### config.mk
export PLATFORM = sky130hd
export DESIGN_NAME = jt9346_ctrl
export DESIGN_NICKNAME = d
export VERILOG_FILES = /design/src/rtl/jt9346_ctrl.sv
export SDC_FILE = /design/constraint.sdc
export NUM_CORES = 1
export LEC_CHECK = 0
export BUFFER_PORTS_ARGS = -buffer_cell sky130_fd_sc_hd__buf_2
export CAP_MARGIN = 40
export CORE_MARGIN = 10
export CORE_UTILIZATION = 40
export CTS_CLUSTER_SIZE = 30
export DETAILED_ROUTE_END_ITERATION = 10
export GPL_TIMING_DRIVEN = 0
export SYNTH_ARGS = -nofsm -noshare
export SYNTH_HDL_FRONTEND = slang
export SYNTH_SLANG_ARGS = --single-unit
### constraint.sdc
create_clock -name clk -period 2.08 [get_ports clk]
set_input_delay 0.416 -clock clk [delete_from_list [all_inputs] [get_ports clk]]
set_output_delay 0.416 -clock clk [all_outputs]
set_load 0.1 [all_outputs]
### src/rtl/jt9346_ctrl.sv
// Host-side command master for a 93C46-style (x16) serial EEPROM: frames one
// parallel request onto cs/sclk/di, captures read data and polls write completion.
`timescale 1ns/1ps
module jt9346_ctrl #(
  parameter int unsigned CLKDIV  = 4,
  parameter int unsigned CSGAP   = 4,
  parameter int unsigned TIMEOUT = 65535
) (
  input  logic        clk,
  input  logic        rst_n,
  input  logic        req_valid,
  output logic        req_ready,
  input  logic [2:0]  req_op,
  input  logic [5:0]  req_addr,
  input  logic [15:0] req_wdata,
  output logic        rsp_valid,
  output logic [15:0] rsp_rdata,
  output logic        rsp_err,
  output logic        sclk,
  output logic        cs,
  output logic        di,
  input  logic        sdo
);

  localparam logic [2:0] OP_READ  = 3'd0;
  localparam logic [2:0] OP_WRITE = 3'd1;
  localparam logic [2:0] OP_ERASE = 3'd2;
  localparam logic [2:0] OP_EWEN  = 3'd3;
  localparam logic [2:0] OP_EWDS  = 3'd4;
  localparam logic [2:0] OP_ERAL  = 3'd5;
  localparam logic [2:0] OP_WRAL  = 3'd6;
  localparam logic [2:0] OP_RSVD  = 3'd7;

  localparam logic [8:0]  PH_HALF   = 9'(CLKDIV);
  localparam logic [8:0]  PH_LAST   = 9'(2 * CLKDIV - 1);
  localparam logic [31:0] CSUP_LAST = 32'(CLKDIV - 1);
  localparam logic [31:0] GAP_LAST  = 32'(CSGAP - 1);
  localparam logic [31:0] POLL_LAST = 32'(TIMEOUT - 1);

  typedef enum logic [2:0] {
    ST_IDLE, ST_CSUP, ST_SHIFT, ST_RDATA, ST_WDATA, ST_GAP, ST_POLL, ST_END
  } state_t;

  state_t      state_q, state_d;
  logic [2:0]  op_q, op_d;
  logic [31:0] cnt_q, cnt_d;
  logic [8:0]  ph_q, ph_d;
  logic [4:0]  bit_q, bit_d;
  logic [24:0] sh_q, sh_d;
  logic [15:0] rd_q, rd_d;
  logic        err_q, err_d;
  logic        rsp_valid_d, rsp_err_d;
  logic [15:0] rsp_rdata_d;
  logic        shifting, per_end;

  // Start bit, 2-bit opcode and 6 address bits; x bits of the extended ops are 0.
  function automatic logic [8:0] frame_hdr(input logic [2:0] op, input logic [5:0] a);
    case (op)
      OP_READ:  frame_hdr = {3'b110, a};
      OP_WRITE: frame_hdr = {3'b101, a};
      OP_ERASE: frame_hdr = {3'b111, a};
      OP_EWEN:  frame_hdr = 9'b100_110000;
      OP_EWDS:  frame_hdr = 9'b100_000000;
      OP_ERAL:  frame_hdr = 9'b100_100000;
      OP_WRAL:  frame_hdr = 9'b100_010000;
      default:  frame_hdr = '0;
    endcase
  endfunction

  assign shifting  = (state_q == ST_SHIFT) || (state_q == ST_RDATA) || (state_q == ST_WDATA);
  assign per_end   = (ph_q == PH_LAST);
  assign req_ready = (state_q == ST_IDLE) && !rsp_valid;
  assign sclk      = shifting && (ph_q >= PH_HALF);
  assign cs        = shifting || (state_q == ST_CSUP) || (state_q == ST_POLL);
  assign di        = ((state_q == ST_SHIFT) || (state_q == ST_WDATA)) && sh_q[24];

  always_comb begin
    state_d     = state_q;
    op_d        = op_q;
    cnt_d       = cnt_q;
    ph_d        = ph_q;
    bit_d       = bit_q;
    sh_d        = sh_q;
    rd_d        = rd_q;
    err_d       = err_q;
    rsp_valid_d = 1'b0;
    rsp_err_d   = rsp_err;
    rsp_rdata_d = rsp_rdata;

    if (shifting) ph_d = per_end ? '0 : ph_q + 9'd1;

    case (state_q)
      ST_IDLE: begin
        if (req_valid && req_ready) begin
          op_d  = req_op;
          err_d = 1'b0;
          rd_d  = '0;
          cnt_d = '0;
          ph_d  = '0;
          bit_d = '0;
          sh_d  = {frame_hdr(req_op, req_addr), req_wdata};
          if (req_op == OP_RSVD) begin
            rsp_valid_d = 1'b1;
            rsp_err_d   = 1'b1;
            rsp_rdata_d = '0;
          end else begin
            state_d = ST_CSUP;
          end
        end
      end
      ST_CSUP: begin
        cnt_d = cnt_q + 32'd1;
        if (cnt_q == CSUP_LAST) begin
          cnt_d   = '0;
          state_d = ST_SHIFT;
        end
      end
      ST_SHIFT: begin
        if (per_end) begin
          sh_d  = {sh_q[23:0], 1'b0};
          bit_d = bit_q + 5'd1;
          if (bit_q == 5'd8) begin
            bit_d = '0;
            cnt_d = '0;
            case (op_q)
              OP_READ:            state_d = ST_RDATA;
              OP_WRITE, OP_WRAL:  state_d = ST_WDATA;
              OP_ERASE, OP_ERAL:  state_d = ST_GAP;
              default:            state_d = ST_END;
            endcase
          end
        end
      end
      ST_RDATA: begin
        // Dummy 0 follows A0 inside SHIFT, so every sample here is a data bit.
        if (per_end) begin
          rd_d  = {rd_q[14:0], sdo};
          bit_d = bit_q + 5'd1;
          if (bit_q == 5'd15) begin
            bit_d   = '0;
            cnt_d   = '0;
            state_d = ST_END;
          end
        end
      end
      ST_WDATA: begin
        if (per_end) begin
          sh_d  = {sh_q[23:0], 1'b0};
          bit_d = bit_q + 5'd1;
          if (bit_q == 5'd15) begin
            bit_d   = '0;
            cnt_d   = '0;
            state_d = ST_GAP;
          end
        end
      end
      ST_GAP: begin
        cnt_d = cnt_q + 32'd1;
        if (cnt_q == GAP_LAST) begin
          cnt_d   = '0;
          state_d = ST_POLL;
        end
      end
      ST_POLL: begin
        cnt_d = cnt_q + 32'd1;
        if (sdo) begin
          cnt_d   = '0;
          state_d = ST_END;
        end else if (cnt_q == POLL_LAST) begin
          cnt_d   = '0;
          err_d   = 1'b1;
          state_d = ST_END;
        end
      end
      ST_END: begin
        cnt_d = cnt_q + 32'd1;
        if (cnt_q == GAP_LAST) begin
          cnt_d       = '0;
          state_d     = ST_IDLE;
          rsp_valid_d = 1'b1;
          rsp_err_d   = err_q;
          rsp_rdata_d = (op_q == OP_READ) ? rd_q : '0;
        end
      end
      default: state_d = ST_IDLE;
    endcase
  end

  always_ff @(posedge clk or negedge rst_n) begin
    if (!rst_n) begin
      state_q   <= ST_IDLE;
      op_q      <= '0;
      cnt_q     <= '0;
      ph_q      <= '0;
      bit_q     <= '0;
      sh_q      <= '0;
      rd_q      <= '0;
      err_q     <= 1'b0;
      rsp_valid <= 1'b0;
      rsp_rdata <= '0;
      rsp_err   <= 1'b0;
    end else begin
      state_q   <= state_d;
      op_q      <= op_d;
      cnt_q     <= cnt_d;
      ph_q      <= ph_d;
      bit_q     <= bit_d;
      sh_q      <= sh_d;
      rd_q      <= rd_d;
      err_q     <= err_d;
      rsp_valid <= rsp_valid_d;
      rsp_rdata <= rsp_rdata_d;
      rsp_err   <= rsp_err_d;
    end
  end

endmodule

; ---- Word-level counts from Yosys, hierarchy flattened
; Cells that the tools add are included.
[totals]
regBits = 112
[op_classes]
add_sub_neg = 3
muxes = 58
reduce_logical = 31
order_cmp = 1
eq_ne = 41
[ops]
columns = operator, count
row1 = two-way mux 32 bit, 8
row2 = one-hot mux 32 bit (5 select lines), 1
row3 = two-way mux 16 bit, 6
row4 = one-hot mux 16 bit (2 select lines), 2
row5 = one-hot mux 9 bit (7 select lines), 1
row6 = two-way mux 25 bit, 2
row7 = one-hot mux 25 bit (2 select lines), 1
row8 = two-way mux 3 bit, 13
row9 = two-way mux 9 bit, 4
row10 = adder 32 x 1 -> 32 bit (second input constant), 1
row11 = equality test 32 x 16 -> 1 bit (second input constant), 1
row12 = equality test 32 x 2 -> 1 bit (second input constant), 1
row13 = equality test 3 bit (second input constant), 10
row14 = two-way mux 5 bit, 5
row15 = one-hot mux 3 bit (8 select lines), 1
row16 = inequality test 2 x 1 -> 1 bit (second input constant), 10
row17 = equality test 3 x 2 -> 1 bit (second input constant), 5
row18 = one-hot mux 5 bit (3 select lines), 1
row19 = inequality test 2 bit (second input constant), 7
row20 = AND reduction 12 bit, 1
row21 = AND reduction 4 bit, 3
row22 = equality test 5 x 4 -> 1 bit (second input constant), 2
row23 = adder 9 x 1 -> 9 bit (second input constant), 1
row24 = equality test 3 x 1 -> 1 bit (second input constant), 3
row25 = 18 further kinds, 44

; ---- Longest topological paths before layout
; Gate-level depths: netlist (run 1).
[depth]
ltp_word = 6
depth_mapped = 9

; ---- Worst setup path after synthesis (run 1)
; OpenSTA, ideal clock, no wires.
[synth_timing]
path_type = reg-to-reg
start = register state_q[1]
end = register rd_q[11]
path_buffers = 2
path_slack_ns = -1.022
path_stages_with_launch = 9
required_time_ns = 1.945
arrival_time_ns = 2.967
path_cell_list = dfrtp_1 -> buf_2 -> or3_1 -> nor2_1 -> and2_1 -> nor2_1 -> clkbuf_1 -> nand2_1 -> o21ai_0
[synth_between]
elab_chain_cells = 5
word_cells_on_any_way = 9
cone_classes = 3 x eq/ne / 1 x mux / 5 x reduce/logical
[synth_lines]
columns = element, line_no
row1 = start: declaration, 44  ; state_t state_q, state_d;
row2 = start signal: assignment, 203  ; state_q <= state_d;
row3 = logical NOT 3 bit, 72  ; assign req_ready = (state_q == ST_IDLE) && !rsp_valid;
row4 = logical AND 1 bit, 72
row5 = via req_ready, 12  ; output logic req_ready,
row6 = logical AND 1 bit, 94  ; if (req_valid && req_ready) begin
row7 = inequality test 2 x 1 -> 1 bit (no source line), n/a
row8 = AND reduction 3 bit (no source line), n/a
row9 = end signal: assignment, 209  ; rd_q <= rd_d;
row10 = end: declaration, 50  ; logic [15:0] rd_q, rd_d;
; The timed path passes the listed nets, and every way through them passes these cells.
; A chain may end at the register's enable or synchronous reset.

; ---- Worst setup path in the final report (run 1)
[layout_timing]
start = register cnt_q[18]
end = register state_q[1]
[layout_between]
elab_chain_cells = 3
word_cells_on_any_way = 7
cone_classes = 6 x eq/ne / 1 x reduce/logical
[layout_lines]
columns = element, line_no
row1 = start: declaration, 46  ; logic [31:0] cnt_q, cnt_d;
row2 = start signal: assignment, 205  ; cnt_q <= cnt_d;
row3 = equality test 32 x 16 -> 1 bit or equality test 32 x 2 -> 1 bit (tied branches), n/a
row4 = inequality test 3 x 2 -> 1 bit (no source line) (tied with other cells), n/a
row5 = AND reduction 12 bit (no source line) (*), n/a
; Every way passes the cells marked *; elsewhere a longest branch is shown, timed or not.

==> results of run 1 <==
-- power by group through the flow --
stage          Clock, mW  Combinational (mW)  Sequential, mW
2_1_floorplan          0                2.85            3.05
3_3_place_gp           0                3.73            3.03
3_5_place_dp           0                3.77            3.05
4_1_cts             1.85                4.92            2.99
5_1_grt             1.94                6.15            3.11
6_report            1.82                5.71            3.04
-- cells by family after synthesis --
| family | after synthesis | share of synthesized area |
|---|---|---|
| xor gates and xnor gates | 9 | 0.0137 |
| DFF | 112 | 0.488 |
| and+or+nand+nor | 325 | 0.268 |
| adders and majority gates | 8 | 0.0174 |
| buffers and inverters | 59 | 0.0443 |
| muxes | 5 | 0.0105 |
| AOI/OAI and AO/OA | 143 | 0.158 |
-- sequential cells by signal, summed over array words and instances (netlist names) --
| register | count |
|---|---|
| cnt_q | 32 |
| sh_q | 25 |
| rd_q | 16 |
| rsp_rdata | 16 |
| ph_q | 9 |
| bit_q | 5 |
| op_q | 3 |
| state_q | 3 |
| err_q | 1 |
| rsp_err | 1 |
| rsp_valid | 1 |
-- layout make-up --
cell class              count  area (um2)  share of cell area
repair buffers            102         822               0.107
multi-input cells         491        3150               0.411
flip-flops and latches    112        2820               0.367
well taps                 180         225              0.0294
clock inverters             6        75.1             0.00978
inverters                  18        68.8             0.00897
plain buffers              33         280              0.0365
clock buffers              10         229              0.0298
-- placed cells by master (no fill, tap or decap), types with 9 or more instances in the layout --
cell	instances
dfrtp_2	13
buf_4	44
a21oi_2	11
inv_1	17
buf_2	47
dfrtp_1	99
o21ai_0	10
nand4_1	13
or3_1	9
nand2_1	141
nor3_1	9
o21ai_1	21
nand3_1	53
and3_1	9
a21oi_1	19
nor2_1	40
clkbuf_16	12
buf_6	17
a31oi_1	33
-- how the worst max path moves through the flow --
stage / to / depth (start not counted)
4_1_cts: di / 7
2_1_floorplan: rd_q[11]$_DFFE_PN0P_ / 8
6_report: state_q[1]$_DFFE_PN0P_ / 9
5_1_grt: state_q[1]$_DFFE_PN0P_ / 9
3_3_place_gp: rsp_valid$_DFF_PN0_ / 1
3_5_place_dp: rsp_rdata[7]$_DFFE_PN0P_ / 9
-- repair_timing --
action                                  in CTS  in global routing
endpoints found under the setup margin      95                 93
pin swaps                                   17                 30
buffers inserted                            42                  8
hold buffers                                 0                  0
cloned                                       1                  4
gates resized for setup                     71                 93
-- layer usage --
| layer | global-route usage | up-vias | part of all wire |
|---|---|---|---|
| met5 | 0 | - | 0 |
| met4 | 0.0565 | 0 | 0.020 |
| met3 | 0.0371 | 30 | 0.061 |
| met2 | 0.223 | 186 | 0.46 |
| met1 | 0.203 | 2578 | 0.46 |
| li1 | - | 2559 | - |
-- worst max-delay path, stage by stage, from the launching register on --
cell and delay (ns):
dfrtp_1 0.47, nor4_4 0.24, nand4_1 0.14, buf_6 0.16, buf_6 0.11, o211ai_1 0.22, and2_1 0.18, buf_6 0.14
o211ai_4 0.10, mux2_4 0.32
==> out/metrics.cfg, run 1 <==
[worst_setup_path]
rr_endpoint=state_q[1]$_DFFE_PN0P_
worst-setup-path-type=flip-flop to flip-flop
r2r_start=cnt_q[18]$_DFFE_PN0P_
worstSetupStartpoint=cnt_q[18]$_DFFE_PN0P_
r2r_setup_slack_ns=-0.14
path_max_fanout=4
cp.required_ns=2.33
crit_arrival_ns=2.47
cp-start-kind=flip-flop
cp-end-kind=flip-flop
r2r_cells=9

[drt]
drc_errors=0
wl_um=15500
via_per_inst=5.62
num_vias=5353
drtPass1Iterations=5
drtIter0Drc=664
wl_per_cell_um=16.3
antenna_left=0

[global_routing]
grt_pass1_wl_um=24900
grt_pass1_vias=5046
gr-total-overflow=0
grt_max_degree=67
antenna_found_initial=0
track_usage=0.150

[power_and_ir_drop]
power_mw=10.6
p_per_area_nw_per_um2=1380
ir_drop_v=0.00105
swShare=0.420
seqPwrFrac=0.288
p_sw_mw=4.44
pwr-share-clk=0.173
p_leak_nw=3.45
p_int_mw=6.13
p_comb_frac=0.540

[placed_design]
place_area_um2=6340
dp_cells=890
place_congestion=0.901
place.port_buffers=47
hpwlAfterDp_um=9850
pre_cts_ws_ns=-0.535

[die]
die_h_um=140
initial_utilization=0.410
pin_count=51
coreArea_um2=14000
num_rows=43
die_w_um=140
die_area_um2=19500

[synth]
syn_inst=661
ys_seq_area_frac=0.488
yosys_warnings=0
synth.ff_latch_count=112
synthArstFlopShare=1.00
synth_most_common_cell=nand2_1
avgSynthCellArea_um2=8.68
synth-edff-count=0
synthTopCellsByArea=dfrtp_1, nand2_1, nand3_1, a31oi_1, a21oi_1
synth_top_area_frac=0.488
ys.flop_type=dfrtp_1
synth_top_cell_by_area=dfrtp_1
synth_nets=698
synthTopCellsByCount=nand2_1, dfrtp_1, nand3_1, nor2_1
synthesis.area_um2=5740
netlist-cell-type-count=54

[finish]
final_area_um2=7670
area_growth_pct=33.7
drive_gt1_frac=0.302
layout.nets=804
final_util=0.548
stdcell_count=952
num-fill-cells=1251
n_antenna_cell=0

[sta]
hold_viol=11
final.period_utilization=1.07
hold_ws_ns=-0.0140
worst_pin_slew_ns=0.711
skew_ns=0.0106
setup_tns_ns=-2.28
setup_viol=34
min_period_ns=2.22
post-route-worst-setup-slack_ns=-0.138
max_slew_margin=0.522
max_freq_ghz=0.451
rsz0062_at_grt=true
maxSlewViolCount=0

[cts]
clk_path_buf_depth=2
path_clk_slew_ns=0.07
cts_tree=yes
clock_sinks=112
cts_made_buffers=9
htree_levels=3
clock_latency_ns=0.37
cts_root_buf=clkbuf_16

[job]
maxCapViolations=0

[status]
outcome=complete, but fails checks
violations=negative hold slack, negative setup slack

[hold_path]
hp-class=primary input to asynchronous set/reset pin

(Power assumes the default switching activity.)
==> run 2: changes to the inputs <==
--- a/config.mk
+++ b/config.mk
@@ -12,6 +12,7 @@
 export CTS_CLUSTER_SIZE = 30
 export DETAILED_ROUTE_END_ITERATION = 10
 export GPL_TIMING_DRIVEN = 0
+export RECOVER_POWER = 100
 export SYNTH_ARGS = -nofsm -noshare
 export SYNTH_HDL_FRONTEND = slang
 export SYNTH_SLANG_ARGS = --single-unit
==> run 2 against run 1 <==
Net effect:
- the flow finishes with violations (negative setup slack)
- non-clock buffer count unchanged
- register-to-register slack barely moved
- final cell count unchanged
- routed wire length increased by 0.12%
- critical path type unchanged
- critical endpoint unchanged
- highest routed layer unchanged
==> out/metrics.cfg, run 2 (same netlist as run 1, synthesis figures left out) <==
[die]
coreArea_um2=14000
initial_utilization=0.410
num_rows=43
pin_count=51
die_w_um=140
die_h_um=140
die_area_um2=19500

[sta]
maxSlewViolCount=0
setup_viol=40
post-route-worst-setup-slack_ns=-0.131
final.period_utilization=1.06
hold_viol=0
worst_pin_slew_ns=1.23
max_slew_margin=0.177
rsz0062_at_grt=true
max_freq_ghz=0.452
skew_ns=0.0115
min_period_ns=2.21

[worst_setup_path]
cp.buffers_inverters=3
cp-end-kind=flip-flop
cp-start-kind=flip-flop
crit_family=simple AND/OR/NAND/NOR gates
cp.required_ns=2.33
path_max_fanout=4
worst-setup-path-type=flip-flop to flip-flop
critPathSlowestCell=dfrtp_1
crit_arrival_ns=2.46
crit_top_cell=buf_6
worstPathCellList=nor4_2, nand4_1, buf_6, buf_6, o211ai_1, and2_1, buf_6, o211ai_4, mux2_4
cpPeakStageDelay_ns=0.44

[status]
outcome=complete, but fails checks
violations=negative setup slack

[placed_design]
place_area_um2=6340
place_congestion=0.901
hpwlAfterDp_um=9850
place.port_buffers=47

[cts]
cts_root_buf=clkbuf_16
htree_levels=3
cts_made_buffers=9
clk_path_buf_depth=2
clock_sinks=112
path_clk_slew_ns=0.08
cts_tree=yes
clock_latency_ns=0.37

[hold_path]
hp-class=primary input to flip-flop

[finish]
area_growth_pct=32.8
largest_reg_flops=32
drive_gt1_frac=0.297
top_register=cnt_q
layout.nets=804
final_common_cell=nand2_1
layout_common_cells=nand2_1, dfrtp_1, nand3_1
largestRegisters=cnt_q (32), sh_q (25)
final_util=0.545
n_antenna_cell=0
final_area_um2=7620

[drt]
num_vias=5308
drtIter0Drc=571
via_per_inst=5.58
wl_per_cell_um=16.4
drtPass1Iterations=6
drc_errors=0
antenna_left=0
wl_um=15600

[global_routing]
grt_pass1_vias=5046
grt_pass1_wl_um=24900
antenna_found_initial=0
track_usage=0.150
grt_max_degree=67
gr-total-overflow=0

[job]
maxCapViolations=0

[power_and_ir_drop]
p_leak_nw=3.42
p_per_area_nw_per_um2=1380
ir_drop_v=0.00104

==> run 2: final cells by class <==
cell class / count / area [um2]
inverters: 18 / 68.8
repair buffers: 102 / 796
flip-flops and latches: 112 / 2820
clock buffers: 10 / 229
well taps: 180 / 225
multi-input cells: 491 / 3130
plain buffers: 33 / 280
fillers: 1258 / 6370
clock inverters: 6 / 75.1
==> run 2: worst paths after layout <==
path                                      startpoint                         to  slack [ns]  cells past startpoint
hold reg to reg            rsp_rdata[13]$_DFFE_PN0P_  rsp_rdata[13]$_DFFE_PN0P_        0.46                      2
min in group asynchronous                      rst_n      cnt_q[22]$_DFFE_PN0P_        0.30                      1
setup reg to reg               cnt_q[21]$_DFFE_PN0P_     state_q[1]$_DFFE_PN0P_       -0.13                      9
hold / removal                          req_wdata[0]        sh_q[0]$_DFFE_PN0P_        0.28                      3
setup / recovery               cnt_q[21]$_DFFE_PN0P_     state_q[1]$_DFFE_PN0P_       -0.13                      9
max in group asynchronous                      rst_n        rsp_valid$_DFF_PN0_        0.30                      2
==> run 2: tightest hold or removal path, delay by kind of cell <==
kind | cells | cell delay (ns)
and+or+nand+nor | 1 | 0.05
AOI/OAI and AO/OA | 1 | 0.06
buffers and inverters | 1 | 0.08
==> run 2: metrics by stage <==
step / total power, mW / instances / hold slack, ns / TNS, ns / setup WS, ns
2_1_floorplan: 5.90 / 661 / 0.120 / -1.04 / -0.0818
3_3_place_gp: 6.76 / 888 / 0.450 / -115.01 / -0.992
3_5_place_dp: 6.83 / 890 / 0.392 / -29.30 / -0.535
4_1_cts: 9.76 / 944 / 0.00508 / -0.360 / -0.108
5_1_grt: 11.2 / 952 / 0.297 / -9.66 / -0.238
6_report: 10.5 / 952 / 0.279 / -2.33 / -0.131
==> run 2: report_power, final <==
part / leakage, nW / total [mW] / internal (mW) / switching (mW)
registers: 1.44 / 3.04 / 2.65 / 0.390
logic: 1.83 / 5.68 / 2.51 / 3.17
clock network: 0.146 / 1.82 / 0.956 / 0.868
==> run 2: per-layer routing <==
| metal | vias to the layer above | GRT usage | wire length, um |
|---|---|---|---|
| met4 | 0 | 0.0565 | 307 |
| met2 | 182 | 0.223 | 7140 |
| li1 | 2552 | - | - |
| met3 | 22 | 0.0371 | 935 |
| met5 | - | 0 | 0 |
| met1 | 2552 | 0.203 | 7180 |
==> run 2: what timing repair did <==
action | in CTS | in global routing
hold buffers | 0 | 0
pin swaps | 17 | 30
setup endpoints to repair | 95 | 93
resized for setup | 71 | 93
buffers inserted | 42 | 8
cloned | 1 | 4
==> run 3: changes to the inputs <==
--- a/config.mk
+++ b/config.mk
@@ -7,6 +7,7 @@
 export LEC_CHECK = 0
 export BUFFER_PORTS_ARGS = -buffer_cell sky130_fd_sc_hd__buf_2
 export CAP_MARGIN = 40
+export CORE_ASPECT_RATIO = 1.2
 export CORE_MARGIN = 10
 export CORE_UTILIZATION = 40
 export CTS_CLUSTER_SIZE = 30
==> run 3 against run 2 <==
Net effect:
- the flow still finishes with violations (negative setup slack)
- non-clock buffer count down 7
- worst hold slack better by 0.0054 ns
- via count down 0.13%
- flip-flop and latch count unchanged
- clock skew down 0.0025 ns
- sequential share of layout area up 1.1 points
- die area about the same
- sequential power about the same
- first-iteration DRC count down 17%
- final cell count down 1.7%
- worst setup slack better by 0.033 ns
- combinational power down 3.9%
- critical endpoint is now sclk
==> out/metrics.cfg, run 3 (same netlist as run 1, synthesis figures left out) <==
[finish]
layout.nets=797
drive_gt1_frac=0.265
largest_reg_flops=32
final_area_um2=7410
area_growth_pct=29.1
layout_common_cells=nand2_1, dfrtp_1, nand3_1
top_register=cnt_q
largestRegisters=cnt_q (32), sh_q (25)
n_antenna_cell=0
final_common_cell=nand2_1

[job]
maxCapViolations=0

[cts]
clock_sinks=112
clock_latency_ns=0.36
cts_made_buffers=9
clk_path_buf_depth=2
path_clk_slew_ns=0.08
htree_levels=3
cts_tree=yes
cts_hold_buf=0
cts_root_buf=clkbuf_16

[die]
coreArea_um2=13900
num_rows=47
die_h_um=151
die_w_um=129
initial_utilization=0.412
die_area_um2=19600
pin_count=51

[global_routing]
track_usage=0.161
gr-total-overflow=0
grt_max_degree=63
antenna_found_initial=0
grt_pass1_vias=5170
grt_pass1_wl_um=25700

[drt]
drc_errors=0
wl_per_cell_um=16.8
drtPass1Iterations=5
drtIter0Drc=472
via_per_inst=5.66
drt-met1-wl_um=6890
topRoutingLayerUsed=met4
num_vias=5301
wl_um=15700
met3WireLength_um=730
antenna_left=0
wl_met2_um=7630

[hold_path]
hp-class=primary input to flip-flop

[sta]
hold_ws_ns=0.285
maxSlewViolCount=0
rsz0062_at_grt=true
max_freq_ghz=0.459
min_period_ns=2.18
hold_viol=0
post-route-worst-setup-slack_ns=-0.0983
worst_pin_slew_ns=1.29
skew_ns=0.00896
final.period_utilization=1.05
max_slew_margin=0.143
setup_viol=30

[power_and_ir_drop]
power_mw=10.2
p_per_area_nw_per_um2=1380
p_leak_nw=3.36
ir_drop_v=0.000902

[worst_setup_path]
path_max_fanout=5
worst-setup-path-type=flip-flop to output port
crit_arrival_ns=1.76
cp-start-kind=flip-flop
cp.required_ns=1.66
cp-end-kind=output port
r2r_setup_slack_ns=-0.09

[status]
outcome=complete, but fails checks
violations=negative setup slack

[placed_design]
place_congestion=0.867
place.port_buffers=47
place_area_um2=6330
hpwlAfterDp_um=10200

## run 3: worst paths after layout
path / start / to / cells after the start
worst max-delay path: state_q[1]$_DFFE_PN0P_ / sclk / 5
worst min-delay path: req_wdata[0] / sh_q[0]$_DFFE_PN0P_ / 3
worst max register to register: ph_q[3]$_DFF_PN0_ / cnt_q[11]$_DFFE_PN0P_ / 7
worst min register to register: rsp_rdata[14]$_DFFE_PN0P_ / rsp_rdata[14]$_DFFE_PN0P_ / 2
max in group asynchronous: rst_n / cnt_q[12]$_DFFE_PN0P_ / 2
min in group asynchronous: rst_n / cnt_q[22]$_DFFE_PN0P_ / 1
## run 3: timing repair
item                                    4_1_cts  5_1_grt
gates cloned                                  0        5
endpoints found under the setup margin       92      100
pin swaps                                    16       17
resized for setup                            71       68
setup buffers                                32        9
hold endpoints to repair                      0        0
## run 3: per-layer routing
metal / track usage / vias to the layer above
li1: - / 2542
met1: 0.206 / 2564
met2: 0.257 / 153
met3: 0.0388 / 42
met4: 0.0587 / 0
met5: 0 / -
## run 3: per-stage QoR
step                      std cells  TNS, ns  setup WS [ns]   util
final                           936    -1.02        -0.0983  0.532
after global routing            936   -13.38         -0.160  0.532
after CTS                       925   -0.411         -0.120  0.511
after detailed placement        881   -32.15         -0.550  0.454
after global placement          879  -118.21          -1.00  0.451
after floorplan                 661    -1.04        -0.0818      -
## run 3: area by class of cell
type,count,area (um2)
Buffer,34,289
Timing Repair Buffer,94,743
Sequential cell,112,2820
Multi-Input combinational cell,491,2990
Inverter,18,72.6
Clock buffer,9,225
Tap cell,171,214
Clock inverter,7,52.6
Fill cell,1275,6530
## run 3: where the power goes
part,internal [mW],switching [mW]
Clock,0.825,0.850
Sequential,2.65,0.417
Combinational,2.41,3.04
Total,5.89,4.31
## run 3: worst max-delay path, cell delays in order, from the launching register on
cell,delay [ns]
dfrtp_1,0.38
buf_6,0.14
or3b_4,0.38
and2_4,0.18
a21oi_4,0.14
buf_12,0.19
